`src/rtl/riscv_i32_ifetch_sram_responder_pkg.sv`:
```
// Shared constants and small helpers for the instruction-fetch SRAM responder.
// Only encodings and pure functions live here; no state.
package riscv_i32_ifetch_sram_responder_pkg;

    localparam int REQ_TYPE_W = 3;
    localparam int MODE_W     = 3;
    localparam int TAG_W      = 2;

    localparam logic [REQ_TYPE_W-1:0] REQ_TYPE_NONE = 3'd0;
    localparam logic [TAG_W-1:0]      RESP_TAG      = 2'b00;

    // True when the byte address falls inside the SRAM window starting at base.
    function automatic logic addr_in_range(
        input logic [31:0] addr,
        input logic [31:0] base,
        input int          sram_addr_width
    );
        return (addr >> (sram_addr_width + 2)) == (base >> (sram_addr_width + 2));
    endfunction

    function automatic logic [31:0] merge_halves(
        input logic [31:0] hi_word,
        input logic [31:0] lo_word
    );
        return {hi_word[15:0], lo_word[31:16]};
    endfunction

endpackage

```
`src/rtl/riscv_i32_ifetch_sram_responder_if.sv`:
```
// Instruction-fetch request/response bundle between the core (master) and
// the memory-side responder (slave).
interface riscv_i32_ifetch_sram_responder_if;
    import riscv_i32_ifetch_sram_responder_pkg::*;

    logic                  ifetch_req__flush_pipeline;
    logic [REQ_TYPE_W-1:0] ifetch_req__req_type;
    logic                  ifetch_req__debug_fetch;
    logic [31:0]           ifetch_req__address;
    logic [MODE_W-1:0]     ifetch_req__mode;
    logic                  ifetch_req__predicted_branch;
    logic [31:0]           ifetch_req__pc_if_mispredicted;

    logic                  ifetch_resp__valid;
    logic                  ifetch_resp__debug;
    logic [31:0]           ifetch_resp__data;
    logic [MODE_W-1:0]     ifetch_resp__mode;
    logic                  ifetch_resp__error;
    logic [TAG_W-1:0]      ifetch_resp__tag;

    modport master (
        output ifetch_req__flush_pipeline, ifetch_req__req_type, ifetch_req__debug_fetch,
               ifetch_req__address, ifetch_req__mode, ifetch_req__predicted_branch,
               ifetch_req__pc_if_mispredicted,
        input  ifetch_resp__valid, ifetch_resp__debug, ifetch_resp__data,
               ifetch_resp__mode, ifetch_resp__error, ifetch_resp__tag
    );

    modport slave (
        input  ifetch_req__flush_pipeline, ifetch_req__req_type, ifetch_req__debug_fetch,
               ifetch_req__address, ifetch_req__mode, ifetch_req__predicted_branch,
               ifetch_req__pc_if_mispredicted,
        output ifetch_resp__valid, ifetch_resp__debug, ifetch_resp__data,
               ifetch_resp__mode, ifetch_resp__error, ifetch_resp__tag
    );

endinterface

```
`src/rtl/riscv_i32_ifetch_sram_responder.sv`:
```
// Ifetch responder: reads a synchronous single-port SRAM and returns 32 bits
// aligned to bit 0 for any halfword address, with a one-word line buffer.
module riscv_i32_ifetch_sram_responder
    import riscv_i32_ifetch_sram_responder_pkg::*;
#(
    parameter int          SRAM_ADDR_WIDTH = 14,
    parameter logic [31:0] BASE_ADDRESS    = 32'h0
) (
    input  logic                             clk,
    input  logic                             reset,
    riscv_i32_ifetch_sram_responder_if.slave ifetch,
    input  logic                             buffer_invalidate,
    output logic                             sram_read_enable,
    output logic [SRAM_ADDR_WIDTH-1:0]       sram_address,
    input  logic [31:0]                      sram_read_data
);

    typedef enum logic [2:0] {
        ST_IDLE       = 3'd0,
        ST_RD_ALIGNED = 3'd1,
        ST_RD_LO      = 3'd2,
        ST_RD_HI      = 3'd3,
        ST_RESP_ERR   = 3'd4,
        ST_RESP_DBG   = 3'd5
    } state_t;

    localparam logic [SRAM_ADDR_WIDTH-1:0] IDX_ONE  = {{(SRAM_ADDR_WIDTH-1){1'b0}}, 1'b1};
    localparam logic [SRAM_ADDR_WIDTH-1:0] IDX_LAST = {SRAM_ADDR_WIDTH{1'b1}};
    localparam logic [SRAM_ADDR_WIDTH-1:0] IDX_ZERO = {SRAM_ADDR_WIDTH{1'b0}};

    state_t                     state_r;
    // Index of the SRAM word whose data arrives in the current read state.
    logic [SRAM_ADDR_WIDTH-1:0] rd_idx_r;
    logic                       buf_valid_r;
    logic [SRAM_ADDR_WIDTH-1:0] buf_idx_r;
    logic [31:0]                buf_data_r;

    logic [SRAM_ADDR_WIDTH-1:0] req_word_s;
    logic                       req_accept_s;
    logic                       buf_hit_s;
    state_t                     idle_next_s;
    logic                       idle_read_s;
    logic [SRAM_ADDR_WIDTH-1:0] idle_rd_idx_s;
    logic                       buf_load_s;
    logic                       resp_ok_s;
    logic                       valid_s;
    logic                       err_s;
    logic                       dbg_s;
    logic [31:0]                data_s;
    logic                       unused_inputs_s;

    assign unused_inputs_s = ^{ifetch.ifetch_req__predicted_branch,
                               ifetch.ifetch_req__pc_if_mispredicted,
                               ifetch.ifetch_req__address[0]};

    // Decode the request presented in IDLE into next state and first SRAM read.
    always_comb begin
        req_word_s    = ifetch.ifetch_req__address[SRAM_ADDR_WIDTH+1:2];
        req_accept_s  = (ifetch.ifetch_req__req_type != REQ_TYPE_NONE) &&
                        !ifetch.ifetch_req__flush_pipeline && !reset;
        buf_hit_s     = buf_valid_r && (buf_idx_r == req_word_s);
        idle_next_s   = ST_IDLE;
        idle_read_s   = 1'b0;
        idle_rd_idx_s = req_word_s;
        if (!req_accept_s) begin
            idle_next_s = ST_IDLE;
        end else if (ifetch.ifetch_req__debug_fetch) begin
            idle_next_s = ST_RESP_DBG;
        end else if (!addr_in_range(ifetch.ifetch_req__address, BASE_ADDRESS, SRAM_ADDR_WIDTH)) begin
            idle_next_s = ST_RESP_ERR;
        end else if (ifetch.ifetch_req__address[1] && (req_word_s == IDX_LAST)) begin
            // The upper half would lie past the end of the SRAM; no wrap-around.
            idle_next_s = ST_RESP_ERR;
        end else if (!ifetch.ifetch_req__address[1]) begin
            idle_next_s = ST_RD_ALIGNED;
            idle_read_s = 1'b1;
        end else if (buf_hit_s) begin
            idle_next_s   = ST_RD_HI;
            idle_read_s   = 1'b1;
            idle_rd_idx_s = req_word_s + IDX_ONE;
        end else begin
            idle_next_s = ST_RD_LO;
            idle_read_s = 1'b1;
        end
    end

    // SRAM strobe and word address, combinational from state and request.
    always_comb begin
        sram_read_enable = 1'b0;
        sram_address     = IDX_ZERO;
        case (state_r)
            ST_IDLE: begin
                if (idle_read_s) begin
                    sram_read_enable = 1'b1;
                    sram_address     = idle_rd_idx_s;
                end else begin
                    sram_read_enable = 1'b0;
                end
            end
            ST_RD_LO: begin
                if (!ifetch.ifetch_req__flush_pipeline && !reset) begin
                    sram_read_enable = 1'b1;
                    sram_address     = rd_idx_r + IDX_ONE;
                end else begin
                    sram_read_enable = 1'b0;
                end
            end
            default: sram_read_enable = 1'b0;
        endcase
    end

    // Response formation; a flush or reset in the response cycle suppresses it.
    always_comb begin
        resp_ok_s  = !ifetch.ifetch_req__flush_pipeline && !reset;
        valid_s    = 1'b0;
        err_s      = 1'b0;
        dbg_s      = 1'b0;
        data_s     = 32'h0;
        buf_load_s = 1'b0;
        case (state_r)
            ST_RD_ALIGNED: begin
                valid_s    = resp_ok_s;
                data_s     = sram_read_data;
                buf_load_s = 1'b1;
            end
            ST_RD_LO: begin
                buf_load_s = 1'b1;
            end
            ST_RD_HI: begin
                valid_s    = resp_ok_s;
                data_s     = merge_halves(sram_read_data, buf_data_r);
                buf_load_s = 1'b1;
            end
            ST_RESP_ERR: begin
                valid_s = resp_ok_s;
                err_s   = 1'b1;
            end
            ST_RESP_DBG: begin
                valid_s = resp_ok_s;
                dbg_s   = 1'b1;
            end
            default: valid_s = 1'b0;
        endcase
    end

    assign ifetch.ifetch_resp__valid = valid_s;
    assign ifetch.ifetch_resp__data  = valid_s ? data_s : 32'h0;
    assign ifetch.ifetch_resp__error = valid_s & err_s;
    assign ifetch.ifetch_resp__debug = valid_s & dbg_s;
    assign ifetch.ifetch_resp__mode  = valid_s ? ifetch.ifetch_req__mode : 3'b000;
    assign ifetch.ifetch_resp__tag   = RESP_TAG;

    // Fetch FSM and line buffer; loads happen even under flush since the data is real.
    always_ff @(posedge clk) begin
        if (reset) begin
            state_r     <= ST_IDLE;
            rd_idx_r    <= IDX_ZERO;
            buf_valid_r <= 1'b0;
            buf_idx_r   <= IDX_ZERO;
            buf_data_r  <= 32'h0;
        end else begin
            case (state_r)
                ST_IDLE: begin
                    state_r  <= idle_next_s;
                    rd_idx_r <= idle_rd_idx_s;
                end
                ST_RD_LO: begin
                    state_r  <= ifetch.ifetch_req__flush_pipeline ? ST_IDLE : ST_RD_HI;
                    rd_idx_r <= rd_idx_r + IDX_ONE;
                end
                default: state_r <= ST_IDLE;
            endcase
            if (buf_load_s) begin
                buf_idx_r  <= rd_idx_r;
                buf_data_r <= sram_read_data;
            end else begin
                buf_data_r <= buf_data_r;
            end
            if (buffer_invalidate) begin
                buf_valid_r <= 1'b0;
            end else if (buf_load_s) begin
                buf_valid_r <= 1'b1;
            end else begin
                buf_valid_r <= buf_valid_r;
            end
        end
    end

endmodule

```
`src/flat_wrapper.sv`:
```
// flat-port wrapper written by rule: the top's interface ports become plain ports
module riscv_i32_ifetch_sram_responder_flat import riscv_i32_ifetch_sram_responder_pkg::*;
#(
    parameter int          SRAM_ADDR_WIDTH = 14,
    parameter logic [31:0] BASE_ADDRESS    = 32'h0
)
  (clk, reset, buffer_invalidate, sram_read_enable, sram_address, sram_read_data, ifetch_ifetch_req__flush_pipeline, ifetch_ifetch_req__req_type, ifetch_ifetch_req__debug_fetch, ifetch_ifetch_req__address, ifetch_ifetch_req__mode, ifetch_ifetch_req__predicted_branch, ifetch_ifetch_req__pc_if_mispredicted, ifetch_ifetch_resp__valid, ifetch_ifetch_resp__debug, ifetch_ifetch_resp__data, ifetch_ifetch_resp__mode, ifetch_ifetch_resp__error, ifetch_ifetch_resp__tag);
  riscv_i32_ifetch_sram_responder_if ifetch_i ();
  input  logic clk;
  input  logic reset;
  input  logic buffer_invalidate;
  output logic sram_read_enable;
  output logic [SRAM_ADDR_WIDTH-1:0] sram_address;
  input  logic [31:0] sram_read_data;
  input wire logic [$bits(ifetch_i.ifetch_req__flush_pipeline)-1:0] ifetch_ifetch_req__flush_pipeline;
  input wire logic [$bits(ifetch_i.ifetch_req__req_type)-1:0] ifetch_ifetch_req__req_type;
  input wire logic [$bits(ifetch_i.ifetch_req__debug_fetch)-1:0] ifetch_ifetch_req__debug_fetch;
  input wire logic [$bits(ifetch_i.ifetch_req__address)-1:0] ifetch_ifetch_req__address;
  input wire logic [$bits(ifetch_i.ifetch_req__mode)-1:0] ifetch_ifetch_req__mode;
  input wire logic [$bits(ifetch_i.ifetch_req__predicted_branch)-1:0] ifetch_ifetch_req__predicted_branch;
  input wire logic [$bits(ifetch_i.ifetch_req__pc_if_mispredicted)-1:0] ifetch_ifetch_req__pc_if_mispredicted;
  output wire logic [$bits(ifetch_i.ifetch_resp__valid)-1:0] ifetch_ifetch_resp__valid;
  output wire logic [$bits(ifetch_i.ifetch_resp__debug)-1:0] ifetch_ifetch_resp__debug;
  output wire logic [$bits(ifetch_i.ifetch_resp__data)-1:0] ifetch_ifetch_resp__data;
  output wire logic [$bits(ifetch_i.ifetch_resp__mode)-1:0] ifetch_ifetch_resp__mode;
  output wire logic [$bits(ifetch_i.ifetch_resp__error)-1:0] ifetch_ifetch_resp__error;
  output wire logic [$bits(ifetch_i.ifetch_resp__tag)-1:0] ifetch_ifetch_resp__tag;
  assign ifetch_i.ifetch_req__flush_pipeline = ifetch_ifetch_req__flush_pipeline;
  assign ifetch_i.ifetch_req__req_type = ifetch_ifetch_req__req_type;
  assign ifetch_i.ifetch_req__debug_fetch = ifetch_ifetch_req__debug_fetch;
  assign ifetch_i.ifetch_req__address = ifetch_ifetch_req__address;
  assign ifetch_i.ifetch_req__mode = ifetch_ifetch_req__mode;
  assign ifetch_i.ifetch_req__predicted_branch = ifetch_ifetch_req__predicted_branch;
  assign ifetch_i.ifetch_req__pc_if_mispredicted = ifetch_ifetch_req__pc_if_mispredicted;
  assign ifetch_ifetch_resp__valid = ifetch_i.ifetch_resp__valid;
  assign ifetch_ifetch_resp__debug = ifetch_i.ifetch_resp__debug;
  assign ifetch_ifetch_resp__data = ifetch_i.ifetch_resp__data;
  assign ifetch_ifetch_resp__mode = ifetch_i.ifetch_resp__mode;
  assign ifetch_ifetch_resp__error = ifetch_i.ifetch_resp__error;
  assign ifetch_ifetch_resp__tag = ifetch_i.ifetch_resp__tag;
  riscv_i32_ifetch_sram_responder #(.SRAM_ADDR_WIDTH(SRAM_ADDR_WIDTH), .BASE_ADDRESS(BASE_ADDRESS)) u_core (.clk(clk), .reset(reset), .ifetch(ifetch_i), .buffer_invalidate(buffer_invalidate), .sram_read_enable(sram_read_enable), .sram_address(sram_address), .sram_read_data(sram_read_data));
endmodule
```
`config.mk`:
```
export PLATFORM = sky130hd
export DESIGN_NAME = riscv_i32_ifetch_sram_responder_flat
export DESIGN_NICKNAME = d
export VERILOG_FILES = /design/src/rtl/riscv_i32_ifetch_sram_responder_pkg.sv /design/src/rtl/riscv_i32_ifetch_sram_responder_if.sv /design/src/rtl/riscv_i32_ifetch_sram_responder.sv /design/src/flat_wrapper.sv
export SDC_FILE = /design/constraint.sdc
export NUM_CORES = 1
export LEC_CHECK = 0
export CAP_MARGIN = 0
export CELL_PAD_IN_SITES_DETAIL_PLACEMENT = 0
export CELL_PAD_IN_SITES_GLOBAL_PLACEMENT = 2
export CORE_UTILIZATION = 23
export CTS_BUF_LIST = sky130_fd_sc_hd__clkbuf_4
export DETAILED_ROUTE_END_ITERATION = 8
export PLACE_DENSITY = 0.95
export SLEW_MARGIN = 15
export SYNTH_ARGS = -nofsm -noshare
export SYNTH_HDL_FRONTEND = slang
export SYNTH_SLANG_ARGS = --single-unit
```
`constraint.sdc`:
```
create_clock -name clk -period 9 [get_ports clk]
set_input_delay 1.8 -clock clk [delete_from_list [all_inputs] [get_ports clk]]
set_output_delay 1.8 -clock clk [all_outputs]
set_load 0.01 [all_outputs]
```
==> Yosys cells after proc, flatten, opt, wreduce, memory -nomap -nowiden <==
Index checks and enable logic that the tools add are counted.
Widths: inputs -> output; s select.
{ "totals": {"reg_bits": 64, "input_bits": 108} }
{ "classes": {"add_sub_neg": 2, "n_eq_ne": 7, "muxes": 32, "bitwise_logic": 2, "reduce_logical": 14} }
{ "ops": {"columns": ["operator", "n"], "rows": [
  ["$mux 14", 8],
  ["$pmux 32 s2", 1],
  ["$pmux 14 s2", 2],
  ["$logic_not 32->1", 1],
  ["$mux 32", 1],
  ["$add 14x1->14 const B", 2],
  ["$mux 3", 6],
  ["$eq 14x14->1", 1],
  ["$eq 14x14->1 const B", 1],
  ["$mux 1", 11],
  ["$eq 3x2->1 const B", 2],
  ["$eq 3x3->1 const B", 2],
  ["$pmux 3 s2", 1],
  ["$logic_and 1x1->1", 5],
  ["$reduce_or 4->1", 1],
  ["$eq 3x1->1 const B", 1],
  ["$logic_not 3->1", 1],
  ["$reduce_bool 3->1", 1],
  ["$reduce_or 3->1", 1],
  ["$and 1x1->1", 2],
  ["$logic_not 1->1", 2],
  ["$mux 2", 1],
  ["$pmux 1 s2", 1],
  ["$reduce_bool 2->1", 1],
  ["$reduce_or 2->1", 1]
]} }

==> Longest topological paths before layout <==
Gate-level depths: netlist of run 1.
{ "depth": {"ltp_word": 10, "depth_mapped": 8, "depth_no_buf": 7} }

==> Least setup slack after synthesis of run 1 <==
OpenSTA, ideal clock, no wires.
{ "synth_path": {"path_kind": "input port to output port", "startpoint": "in ifetch_ifetch_req__address[2]", "endpoint": "out sram_address[4]", "arrival_time_ns": 3.652, "required_ns": 7.200, "setup_slack_ns": 3.548, "cell_stages": 8, "path_cell_list": "buf_4 xnor2_2 nand4_1 or4_1 buf_2 or4_4 xnor2_1 o22ai_1"} }
{ "synth_via": {"elab_chain_cells": 10, "word_cells_on_any_way": 17, "cone_classes": "1 x add/sub; 2 x eq/ne; 12 x mux; 2 x reduce/logical"} }
{ "synth_lines": {"columns": ["element", "line", "text"], "rows": [
  ["start, declared", "flat_wrapper.sv:18", "input wire logic [$bits(ifetch_i.ifetch_req__address)-1:0] ifetch_ifetch_req__address;"],
  ["parallel branches: the longest is 8 deep, another holds $add 14x1->14", null, null],
  ["$mux 14 *", "riscv_i32_ifetch_sram_responder.sv:93", "if (idle_read_s) begin"],
  ["$pmux 14 s2 *", "riscv_i32_ifetch_sram_responder.sv:91", "case (state_r)"],
  ["end, declared", "flat_wrapper.sv:13", "output logic [SRAM_ADDR_WIDTH-1:0] sram_address;"]
]} }
Every way passes the cells marked *.

==> Worst setup path after layout of run 1 <==
{ "layout_path": {"startpoint": "in ifetch_ifetch_req__address[2]", "endpoint": "out sram_address[10]"} }
The elaborated chain is that of the path after synthesis.

==> results.cfg, run 1 <==
[die]
die_h_um = 125
die_area_um2 = 15600
start_util = 0.237
row_count = 44
core_area_um2 = 14600
ios = 163
die_width_um = 125

[synth]
async_flop_share = 0
yosys_warnings = 0
syn_area_um2 = 3480
syn_inst = 499
ys_types = 45
ys_seq_area_frac = 0.276
synth-edff-count = 0
synthFlopType = dfxtp_1
syn_avg_cell_area_um2 = 6.97
synth_seq_cells = 48

[power]
p_switching_mw = 0.129
p_sw_frac = 0.301
power_density_nw_per_um2 = 88.6
pwr-share-clk = 0.249
internal_power_mw = 0.300
seqPwrFrac = 0.539
ir_drop_mv = 0.0493
pwr-share-comb = 0.212
power.leakage_nw = 1.48

[global_routing]
busiest_layer = met2
grt_pass1_wl_um = 20100
grt_max_degree = 53
grt_pass1_vias = 3914
grt_usage = 0.158
antenna_found_initial = 1
use_met3 = 0.0223
met1_usage = 0.194
grtUsageMet2 = 0.280
overflow = 0

[place]
dpl_worst_slack_ns = 1.94
gp_congestion = 0.943
dp_hpwl_um = 9340
io_buffer_count = 126

[timing]
setup_viol = 0
hold_viol = 0
post-route-min-period_ns = 7.06
tns_ns = 0
layout_setup_ws_ns = 1.94
maxSlewViolCount = 0
min_period_over_period = 0.784
worst_pin_slew_ns = 1.07
fmax_mhz = 142
slew-limit-headroom = 0.290
grt_setup_unrepaired = no
skew_ns = 0.0153

[routing]
vias = 4137
routedWlPerCell_um = 16.7
antenna_left = 0
first_iter_violations = 295
drt_pass1_iterations = 7
viasPerCell = 5.34
wl_um = 12900
drc = 22

[setup_path]
crit_slowest_cell = clkdlybuf4s50_1
crit_fanout = 16
cpPeakStageDelay_ns = 0.74
critical_path_class = in2out
cp-end-kind = primary output
path_cells = clkdlybuf4s50_1 -> ha_1 -> nand4_1 -> or4_1 -> nand4_1 -> nor3b_1 -> or3_1 -> clkdlybuf4s50_1
cp.arrival_ns = 5.26
cp-start-kind = primary input
cp.required_ns = 7.20

[clocking]
cts.sinks = 48
cts-root-buf = clkbuf_4
insertion_delay_ns = 0.37
cts_buffers = 5
tritoncts = built
htree_levels = 2
cts_buffer_depth = 2
cts_hold_buf = 0
cts.clk_slew.worst_paths_ns = 0.14
post_cts_buffers = 0
post_cts_resized = 0

[run]
cap_viol_max_count = 0

[min_path]
hold_path.class = reg2reg

[layout]
fillers = 1536
layout-drive-gt1-share = 0.0373
area_growth_syn_to_layout_pct = 39.3
layout.nets = 699

[status]
violations = design-rule violations
status = finished with violations
-- layout by cell type (no fill, tap or decap), drive strengths merged, types with 5 or more instances in the layout --
master	n
a21oi	40
a22oi	37
and2	5
and3	12
clkbuf	6
clkdlybuf4s50	125
dfxtp	48
inv	7
nand2	84
nand3	17
nand4	16
nor2	54
nor3	15
nor4	11
o21ai	7
o22ai	21
xnor2	25
xor2	12
-- sequential cells by signal, summed over array words and instances (netlist names) --
name,flops
u_core.buf_data_r,16
u_core.buf_idx_r,14
u_core.buf_valid_r,1
u_core.rd_idx_r,14
u_core.state_r,3
-- per-stage QoR --
stage | power [mW] | instances | hold WS (ns) | area (um2) | util
after global routing | 0.451 | 775 | 0.478 | 4840 | 0.331
after CTS | 0.436 | 774 | 0.466 | 4840 | 0.330
final | 0.429 | 775 | 0.463 | 4840 | 0.331
after detailed placement | 0.325 | 766 | 0.446 | 4780 | 0.327
after global placement | 0.324 | 766 | 0.441 | 4780 | 0.327
after floorplan | 0.275 | 500 | 0.436 | 3480 | -
-- worst max-delay path, delay by kind of cell --
family	cells	cell delay (ns)
simple gates	5	1.91
buf+inv	2	1.22
fa+ha+maj	1	0.31
-- cell usage after synthesis (2+ instances only) --
master,count,area [um2]
and4_1,4,35.0
a31oi_1,3,18.8
inv_1,7,26.3
and2_1,5,31.3
nor3_1,15,75.1
nand2_1,84,315
a22oi_1,37,278
buf_6,2,22.5
a211oi_1,2,15.0
or4_1,3,22.5
ha_1,2,25.0
nor3b_1,2,15.0
buf_2,3,15.0
nor2b_1,2,12.5
xnor2_2,4,65.1
o21ai_0,7,35.0
dfxtp_1,48,961
a21oi_1,40,200
or3_1,2,12.5
and3_1,12,75.1
nand4_1,16,100
nor4_1,11,68.8
clkbuf_1,37,139
mux2i_1,3,30.0
o22ai_1,21,131
xor2_1,12,105
nor2_1,54,203
nand3b_1,2,15.0
buf_4,3,22.5
nand3_1,17,85.1
nor4b_1,2,17.5
xnor2_1,21,184
or2_2,3,18.8
clkbuf_2,2,10.0
-- metal layers --
| layer | vias up | wire length, um |
|---|---|---|
| met5 | - | 0 |
| met3 | 21 | 817 |
| met2 | 170 | 6410 |
| li1 | 1959 | - |
| met1 | 1987 | 5450 |
| met4 | 0 | 253 |
-- power groups by stage --
stage,Combinational [mW],Clock [mW],Sequential (mW)
floorplan,0.0447,0,0.230
global placement,0.0881,0,0.236
detailed placement,0.0897,0,0.236
CTS,0.0903,0.114,0.231
global route,0.0979,0.121,0.233
finish,0.0908,0.107,0.231
-- kinds of logic (layout without fill, tap and decap cells) --
group / Yosys count / count (layout) / share of synthesized area
AND/OR/NAND/NOR: 237 / 237 / 0.325
AO/OA/AOI/OAI: 117 / 117 / 0.212
buffers and inverters: 54 / 144 / 0.0677
flip-flops: 48 / 48 / 0.276
XOR/XNOR: 37 / 37 / 0.102
multiplexers: 3 / 3 / 0.00864
adder cells (fa/ha/maj): 2 / 2 / 0.00720
other: 1 / 3 / 0.00108
-- layout make-up --
class,count,area [um2],share of cell area
flip-flops and latches,48,961,0.198
diodes,1,2.50,0.000517
inverters,7,26.3,0.00542
multi-input cells,398,2290,0.472
clock buffers,6,45.0,0.00930
well taps,184,230,0.0475
repair buffers,129,1280,0.264
clock inverters,2,11.3,0.00232
-- path summary, 6_finish.rpt --
kind | start | to | slack (ns) | depth (start not counted)
worst min-delay path | u_core.buf_data_r[27] | u_core.buf_data_r[27] | 0.46 | 2
worst max-delay path | ifetch_ifetch_req__address[2] | sram_address[10] | 1.94 | 8
worst max register to register | u_core.buf_idx_r[10] | u_core.rd_idx_r[4] | 6.40 | 6
worst min register to register | u_core.buf_data_r[27] | u_core.buf_data_r[27] | 0.46 | 2
Note: power is estimated with default switching activity, not from simulation.
==> run 2, diff against run 1 <==
--- a/config.mk
+++ b/config.mk
@@ -8,10 +8,10 @@
 export CAP_MARGIN = 0
 export CELL_PAD_IN_SITES_DETAIL_PLACEMENT = 0
 export CELL_PAD_IN_SITES_GLOBAL_PLACEMENT = 2
-export CORE_UTILIZATION = 23
+export CORE_UTILIZATION = 20
 export CTS_BUF_LIST = sky130_fd_sc_hd__clkbuf_4
 export DETAILED_ROUTE_END_ITERATION = 8
-export PLACE_DENSITY = 0.95
+export PLACE_DENSITY = 0.9
 export SLEW_MARGIN = 15
 export SYNTH_ARGS = -nofsm -noshare
 export SYNTH_HDL_FRONTEND = slang
==> constraint.sdc (replaced) <==
create_clock -name clk -period 6.1 [get_ports clk]
set_input_delay 1.22 -clock clk [delete_from_list [all_inputs] [get_ports clk]]
set_output_delay 1.22 -clock clk [all_outputs]
set_load 0.01 [all_outputs]
==> results.cfg, run 2 (synthesis results as in run 1) <==
[layout]
regMostFlops = u_core.buf_data_r
largest_register_ffs = 16
final_cell_mix = clkdlybuf4s50_1 (125), nand2_1 (84), nor2_1 (52), dfxtp_1 (48), a21oi_1 (40)
fillers = 1835
diodes = 0
layout-drive-gt1-share = 0.0438
top_regs = u_core.buf_data_r (16), u_core.buf_idx_r (14), u_core.rd_idx_r (14)
layout_commonest_cell = clkdlybuf4s50_1
layout.nets = 703
area_growth_syn_to_layout_pct = 42.1

[global_routing]
grt_max_degree = 52
grt_pass1_vias = 3932
overflow = 0
grt_usage = 0.144
antenna_found_initial = 0
grt_pass1_wl_um = 20200

[clocking]
cts_buffers = 5
cts_buffer_depth = 2
cts_hold_buf = 0
insertion_delay_ns = 0.41
htree_levels = 2
post_cts_resized = 0
post_cts_buffers = 0
cts-root-buf = clkbuf_4
cts.clk_slew.worst_paths_ns = 0.16
tritoncts = built
cts.sinks = 48

[power]
power_density_nw_per_um2 = 139
power.leakage_nw = 1.52
power_mw = 0.685
ir_drop_mv = 0.0556

[setup_path]
crit_fanout = 9
cp-end-kind = primary output
cp_num_cells = 9
path_delay_family = simple AND/OR/NAND/NOR gates
path_cells = clkdlybuf4s50_1 -> ha_1 -> nand4_1 -> or4_1 -> and4_1 -> nand4bb_1 -> xor2_1 -> o22ai_1 -> clkdlybuf4s50_1
crit_slowest_cell = clkdlybuf4s50_1
critical_path_class = in2out
cp.arrival_ns = 4.54
worst-path-buf-inv = 2
crit_path_frequent_cell = clkdlybuf4s50_1
cp.required_ns = 4.88
ff2ff_path_depth = 6
cp-start-kind = primary input
cpPeakStageDelay_ns = 0.75

[status]
status = finished clean

[timing]
slew-limit-headroom = 0.206
worst_pin_slew_ns = 1.19
post-route-min-period_ns = 5.76
min_period_over_period = 0.944
tns_ns = 0
fmax_mhz = 174
grt_setup_unrepaired = no
hold_viol = 0
setup_viol = 0
maxSlewViolCount = 0
skew_ns = 0.0141

[routing]
antenna_left = 0
drc = 0
drt_pass1_iterations = 5
first_iter_violations = 196
wl_um = 13300
routedWlPerCell_um = 16.3
viasPerCell = 4.94
vias = 4022

[place]
io_buffer_count = 126
dp_hpwl_um = 9660
gp_congestion = 0.875

[die]
ios = 163
core_area_um2 = 16800
die_area_um2 = 17900
die_h_um = 134
row_count = 47
die_width_um = 134
start_util = 0.207

[min_path]
hold_path.class = reg2reg
whs_path_depth = 2

[run]
cap_viol_max_count = 0
[run 2: per-stage QoR]
step	std cells	util	setup WS, ns	hold slack [ns]	cell area (um2)
5_1_grt	814	0.295	0.214	0.491	4940
2_1_floorplan	500	-	1.81	0.436	3480
3_5_place_dp	806	0.290	0.391	0.450	4860
3_3_place_gp	806	0.290	0.371	0.442	4860
4_1_cts	814	0.295	0.377	0.470	4940
6_report	814	0.295	0.341	0.468	4940
[run 2: worst paths after layout]
check	from	endpoint	slack [ns]
setup reg to reg	u_core.buf_idx_r[10]	u_core.rd_idx_r[4]	3.50
setup / recovery	ifetch_ifetch_req__address[2]	sram_address[6]	0.34
hold / removal	u_core.buf_data_r[19]	u_core.buf_data_r[19]	0.47
hold reg to reg	u_core.buf_data_r[19]	u_core.buf_data_r[19]	0.47
[run 2: worst reg2reg max path, stage by stage (launching register included)]
cell	delay [ns]
dfxtp_1	0.35
xnor2_1	0.25
nand4_1	0.12
or4_1	0.65
or4_4	0.59
or4_1	0.41
a31oi_1	0.18
[run 2: power by group]
part	switching, mW	internal (mW)	leakage, nW	total (mW)
sequential	0.0176	0.324	0.391	0.342
combinational	0.0633	0.0702	1.08	0.134
clock	0.119	0.0905	0.0456	0.210
total	0.200	0.485	1.52	0.685
[run 2: final cells by class]
class                           instances  area (um2)  area share
Clock buffer                            6        45.0     0.00912
Multi-Input combinational cell        398        2290       0.463
Clock inverter                          2        35.0     0.00709
Timing Repair Buffer                  133        1310       0.265
Tap cell                              220         275      0.0557
Sequential cell                        48         961       0.195
Inverter                                7        26.3     0.00532
[run 2: per-layer routing]
layer / share of wire / wire length, um / track usage
met5: 0 / 0 / 0
met4: 0.019 / 249 / 0.0537
met3: 0.053 / 703 / 0.0215
met2: 0.49 / 6460 / 0.251
met1: 0.44 / 5890 / 0.177
